`src/rtl/uart_pkg.sv`:
```
// Shared UART definitions: FSM state encoding, frame width and baud divider helper.
package uart_pkg;

  localparam int DATA_BITS = 8;

  localparam logic [2:0] ST_IDLE  = 3'd0;
  localparam logic [2:0] ST_START = 3'd1;
  localparam logic [2:0] ST_DATA  = 3'd2;
  localparam logic [2:0] ST_STOP  = 3'd3;
  localparam logic [2:0] ST_BREAK = 3'd4;

  typedef enum logic [2:0] {
    IDLE  = ST_IDLE,
    START = ST_START,
    DATA  = ST_DATA,
    STOP  = ST_STOP,
    BREAK = ST_BREAK
  } uart_state_t;

  // Clocks per oversample tick; truncating division, so the bit period runs slightly short.
  function automatic int calc_tick_div(input int clk_hz, input int baud, input int oversample);
    return clk_hz / (baud * oversample);
  endfunction

endpackage

```
`src/rtl/uart_baud_tick.sv`:
```
// Oversample tick generator: free-running 0..TICK_DIV-1 counter, re-phased by restart.
module uart_baud_tick #(
  parameter int TICK_DIV = 27
) (
  input  logic clk,
  input  logic rst_n,
  input  logic restart,
  output logic tick
);

  localparam int W = (TICK_DIV > 1) ? $clog2(TICK_DIV) : 1;
  localparam logic [W-1:0] LAST = W'(TICK_DIV - 1);

  logic [W-1:0] count_reg;

  always_ff @(posedge clk) begin
    if (!rst_n) begin
      count_reg <= '0;
    end else if (restart || count_reg == LAST) begin
      count_reg <= '0;
    end else begin
      count_reg <= count_reg + W'(1);
    end
  end

  assign tick = (count_reg == LAST) && !restart;

endmodule

```
`src/rtl/uart_rx_oversampled.sv`:
```
// 8N1 UART receiver: 2-flop synchroniser, 3-sample majority vote per bit, framing checks.
module uart_rx_oversampled
  import uart_pkg::*;
#(
  parameter int CLK_HZ     = 50000000,
  parameter int BAUD       = 115200,
  parameter int OVERSAMPLE = 16,
  parameter int TICK_DIV   = calc_tick_div(CLK_HZ, BAUD, OVERSAMPLE)
) (
  input  logic       clk,
  input  logic       rst_n,
  input  logic       rx_pin,
  output logic [7:0] data_out,
  output logic       data_ready,
  output logic       frame_error,
  output logic       busy
);

  localparam int CNT_W = $clog2(OVERSAMPLE);
  localparam int IDX_W = $clog2(DATA_BITS);
  localparam logic [CNT_W-1:0] SAMP_A  = CNT_W'(OVERSAMPLE / 2 - 1);
  localparam logic [CNT_W-1:0] SAMP_B  = CNT_W'(OVERSAMPLE / 2);
  localparam logic [CNT_W-1:0] VOTE_AT = CNT_W'(OVERSAMPLE / 2 + 1);
  localparam logic [CNT_W-1:0] BIT_END = CNT_W'(OVERSAMPLE - 1);
  localparam logic [IDX_W-1:0] IDX_LAST = IDX_W'(DATA_BITS - 1);

  logic rx_meta, rx_s, rx_prev;
  logic tick, restart, vote, vote_point;

  uart_state_t          state_reg, state_next;
  logic [CNT_W-1:0]     tick_cnt_reg, tick_cnt_next;
  logic [IDX_W-1:0]     bit_idx_reg, bit_idx_next;
  logic [DATA_BITS-1:0] shift_reg, shift_next;
  logic                 samp_a_reg, samp_a_next, samp_b_reg, samp_b_next;
  logic [7:0]           data_out_reg, data_out_next;
  logic                 data_ready_reg, data_ready_next;
  logic                 frame_error_reg, frame_error_next;

  always_ff @(posedge clk) begin
    if (!rst_n) begin
      rx_meta <= 1'b1;
      rx_s    <= 1'b1;
      rx_prev <= 1'b1;
    end else begin
      rx_meta <= rx_pin;
      rx_s    <= rx_meta;
      rx_prev <= rx_s;
    end
  end

  uart_baud_tick #(.TICK_DIV(TICK_DIV)) u_tick (
    .clk     (clk),
    .rst_n   (rst_n),
    .restart (restart),
    .tick    (tick)
  );

  // Third sample is taken live at the vote tick, so no extra latency is added.
  assign vote       = (samp_a_reg & samp_b_reg) | (samp_a_reg & rx_s) | (samp_b_reg & rx_s);
  assign vote_point = tick && (tick_cnt_reg == VOTE_AT);
  assign restart    = (state_reg == IDLE) && rx_prev && !rx_s;

  always_comb begin
    state_next       = state_reg;
    tick_cnt_next    = tick_cnt_reg;
    bit_idx_next     = bit_idx_reg;
    shift_next       = shift_reg;
    samp_a_next      = samp_a_reg;
    samp_b_next      = samp_b_reg;
    data_out_next    = data_out_reg;
    data_ready_next  = 1'b0;
    frame_error_next = 1'b0;

    if (tick && tick_cnt_reg == SAMP_A) samp_a_next = rx_s;
    if (tick && tick_cnt_reg == SAMP_B) samp_b_next = rx_s;

    case (state_reg)
      IDLE: begin
        if (restart) begin
          state_next    = START;
          tick_cnt_next = '0;
        end
      end
      START: begin
        if (vote_point && vote) begin
          state_next = IDLE;
        end else if (tick) begin
          if (tick_cnt_reg == BIT_END) begin
            tick_cnt_next = '0;
            bit_idx_next  = '0;
            state_next    = DATA;
          end else begin
            tick_cnt_next = tick_cnt_reg + CNT_W'(1);
          end
        end
      end
      DATA: begin
        if (tick) begin
          if (vote_point) shift_next[bit_idx_reg] = vote;
          if (tick_cnt_reg == BIT_END) begin
            tick_cnt_next = '0;
            if (bit_idx_reg == IDX_LAST) state_next = STOP;
            else bit_idx_next = bit_idx_reg + IDX_W'(1);
          end else begin
            tick_cnt_next = tick_cnt_reg + CNT_W'(1);
          end
        end
      end
      STOP: begin
        if (vote_point) begin
          if (vote) begin
            data_out_next   = shift_reg;
            data_ready_next = 1'b1;
            state_next      = IDLE;
          end else begin
            frame_error_next = 1'b1;
            state_next       = BREAK;
          end
        end else if (tick) begin
          tick_cnt_next = tick_cnt_reg + CNT_W'(1);
        end
      end
      BREAK: begin
        if (rx_s) state_next = IDLE;
      end
      default: state_next = IDLE;
    endcase
  end

  always_ff @(posedge clk) begin
    if (!rst_n) begin
      state_reg       <= IDLE;
      tick_cnt_reg    <= '0;
      bit_idx_reg     <= '0;
      shift_reg       <= '0;
      samp_a_reg      <= 1'b1;
      samp_b_reg      <= 1'b1;
      data_out_reg    <= '0;
      data_ready_reg  <= 1'b0;
      frame_error_reg <= 1'b0;
    end else begin
      state_reg       <= state_next;
      tick_cnt_reg    <= tick_cnt_next;
      bit_idx_reg     <= bit_idx_next;
      shift_reg       <= shift_next;
      samp_a_reg      <= samp_a_next;
      samp_b_reg      <= samp_b_next;
      data_out_reg    <= data_out_next;
      data_ready_reg  <= data_ready_next;
      frame_error_reg <= frame_error_next;
    end
  end

  assign data_out    = data_out_reg;
  assign data_ready  = data_ready_reg;
  assign frame_error = frame_error_reg;
  assign busy        = (state_reg != IDLE);

endmodule
```
`config.mk`:
```
export PLATFORM = sky130hd
export DESIGN_NAME = uart_rx_oversampled
export DESIGN_NICKNAME = d
export VERILOG_FILES = /design/src/rtl/uart_pkg.sv /design/src/rtl/uart_baud_tick.sv /design/src/rtl/uart_rx_oversampled.sv
export SDC_FILE = /design/constraint.sdc
export NUM_CORES = 1
export LEC_CHECK = 0
export ABC_CLOCK_PERIOD_IN_PS = 1900
export CAP_MARGIN = 25
export CORE_MARGIN = 4
export CORE_UTILIZATION = 27
export DETAILED_ROUTE_END_ITERATION = 10
export GPL_TIMING_DRIVEN = 0
export PLACE_DENSITY_LB_ADDON = 0.12
export SKIP_LAST_GASP = 1
export SYNTH_ARGS = -nofsm -noshare
export SYNTH_HDL_FRONTEND = slang
export SYNTH_SLANG_ARGS = --single-unit
```
`constraint.sdc`:
```
create_clock -name clk -period 1.9 [get_ports clk]
set_input_delay 0.38 -clock clk [delete_from_list [all_inputs] [get_ports clk]]
set_output_delay 0.38 -clock clk [all_outputs]
set_load 0.01 [all_outputs]
```
==> key figures <==
STA
  – Worst-margin pin slew: between 500 and 600 ps
  – Min setup slack post-route: -54.5 ps
  – Slew margin rel.: 64.6%
  – RSZ-0062 raised after global routing: true
  – Total negative slack: -113 ps
  – Final hold vios: 0
  – Skew final: between 10 and 15 ps
  – Achievable Freq: 512 MHz
  – Final period utilization: 103%
  – Pins over their slew limit: 0
  – Min Tclk post-route: 1950 ps
  – # setup viols final: 3

Power
  – Power Density: roughly 680 mW/mm^2
  – Peak supply drop: 0.325 mV
  – Leakage: around 0.83 nW

Final layout
  – Fill count: 652
  – Most frequent cells in the layout: 37 x nand2_1, 33 x dfxtp_1, 14 x a21oi_1
  – Antenna Cells: 0
  – Final core utilization: around 37%
  – Nets: 242
  – Multi-input combinational cell area: 0.00109 sq mm
  – Leading cell type in the layout, fill and taps excluded: nand2_1
  – Non-Filler Instances: 310
  – Flip-flop and latch area: 769 sq um
  – Layout cells sized above 1: 25.3%
  – Area Overhead vs Synth: 30.5%

Die
  – # IOs: 14
  – Full die area: around 0.008 sq mm
  – DIE WIDTH: 89.5 um
  – Core area: 0.00639 sq mm
  – FP Rows: 29
  – Die H: 89.5 um
  – Starting Density: approximately 28%

Critical path
  – Startpoint Class: register
  – Critical Path RT: 2110 ps
  – CP Max Fanout: 5
  – Crit path kind: reg2reg
  – Crit. End Element: register
  – Arr. time, crit path: roughly 2200 ps

Flow run
  – Max_cap viols: 0

Yosys
  – Synth cell types: 44
  – Synth warn: 0
  – Number of synthesized flops with an enable pin: 0
  – Seq cells post-synth: 38
  – Syn nets: around 210
  – Syn Inst Count: ~200
  – Dominant synthesized flop cell: dfxtp_1
  – Synth Cell Area: roughly 0.0018 sq mm
  – FFs w/ async S/R, synth: 0%
  – Register area share after synthesis: 42.4%
  – Syn Area/Cell: ~8.8 sq um

GRT
  – Vias in the first global route: 1,353
  – Initial antenna violation count: 0
  – Pin count of the biggest net entering global routing: 14
  – Global-route wire length before repair: between 6 and 7 mm
  – GRT met3 Usage: 3.69%
  – Met2 usage: 15.2%
  – Met1 usage: between 15 and 20%
  – Global route overflow: 0
  – Total track usage: 10.7%
  – Grt peak-use layer: met1

CTS
  – CTS Sinks: 38
  – Num CTS Buffers: 5
  – CTS tree: done
  – Clk buf depth: 2
  – Clock transition at path regs: approximately 80 ps
  – Cts hold-fix bufs: 0
  – Clk root buf: clkbuf_8
  – Htree depth: 2
  – Clk_lat worst skew: 290 ps

Detailed routing
  – Total number of vias: 1,449
  – Routed WL: 4.01 mm
  – DRC Markers: 0
  – Routed wire per std cell: 12.9 um
  – DRT Pass-1 Iters: 4
  – Iter 0 DRT Violations: between 40 and 50
  – Antenna Nets Post-Route: 0
  – Vias/cell: between 4 and 5

Place
  – Pre-CTS setup slack: -162 ps
  – DP Cell Count: 292
  – RD Place Congestion: 0.746
  – IO buf count: 12
  – Post-DP HPWL: between 2 and 3 mm

Run status
  – Status: complete, but fails checks
  – Failing checks: setup timing

Worst hold path
  – Min-delay worst type: reg2reg
[stage by stage]
stage,hold WS (ps),power (W),area (sq um)
2_1_floorplan,386,0.000878,1800
3_3_place_gp,389,0.000899,2010
3_5_place_dp,398,0.000899,2010
4_1_cts,418,0.00160,2220
5_1_grt,437,0.00166,2340
6_report,414,0.00159,2340
[cell families (layout without fill, tap and decap cells)]
family | Yosys count | after routing | share of synthesized area (%)
flops | 38 | 38 | 42.4
simple gates | 99 | 99 | 29.4
buf+inv | 15 | 45 | 4.04
mux | 8 | 8 | 4.46
fa+ha+maj | 8 | 8 | 5.44
xor+xnor | 3 | 3 | 1.46
compound gates | 32 | 32 | 12.8
[per-layer routing]
layer	vias to the layer above	wire, um
met5	-	0
met1	669	2040
met2	16	1780
li1	762	-
met4	0	31
met3	2	164
[where the power goes]
group          switching (W)   total, W  internal [W]
Clock               0.000305   0.000696      0.000391
Sequential        0.00000994   0.000815      0.000805
Combinational      0.0000459  0.0000789     0.0000330
Total               0.000361    0.00159       0.00123
[cells in the mapped netlist, types with 2 or more instances]
library cell | instances | share of area [%]
a21oi_1 | 18 | 5.0
and3_1 | 2 | 0.70
buf_6 | 2 | 1.3
clkbuf_1 | 6 | 1.3
dfxtp_1 | 38 | 42
ha_1 | 7 | 4.9
inv_1 | 6 | 1.3
mux2i_1 | 8 | 4.5
nand2_1 | 37 | 7.7
nand2b_1 | 6 | 2.1
nand3_1 | 7 | 2.0
nand3b_1 | 4 | 1.7
nor2_1 | 14 | 2.9
nor3_1 | 5 | 1.4
nor3b_1 | 3 | 1.3
o31ai_1 | 2 | 0.84
or2_2 | 4 | 1.4
or3_1 | 6 | 2.1
or4_1 | 2 | 0.84
xor2_1 | 2 | 0.98
[cell type report]
type / instances / share of cell area, %
well taps: 77 / 4.11
plain buffers: 8 / 1.98
inverters: 6 / 0.962
repair buffers: 23 / 8.60
clock inverters: 3 / 1.92
clock buffers: 5 / 2.94
flip-flops and latches: 38 / 32.9
multi-input cells: 150 / 46.6
[timing repair]
action	4_1_cts	5_1_grt
endpoints found under the setup margin	20	12
pin swaps	4	12
buffers inserted	6	5
hold endpoints to repair	0	0
resized for setup	15	20
[worst max-delay path: stages (launching register included)]
cell     delay [ps]
dfxtp_4         360
ha_4            160
ha_4            150
nor3b_2         170
a21oi_1          50
or4_4           520
or3_1           330
a21oi_1         140
[worst paths after layout]
check,start,to,slack (ps),cells after the start
worst max-delay path,bit_idx_reg[0],bit_idx_reg[0],-50,7
worst min-delay path,rx_meta,rx_s,410,1
worst max register to register,bit_idx_reg[0],bit_idx_reg[0],-50,7
worst min register to register,rx_meta,rx_s,410,1
Power figures use the tool's default switching activity.
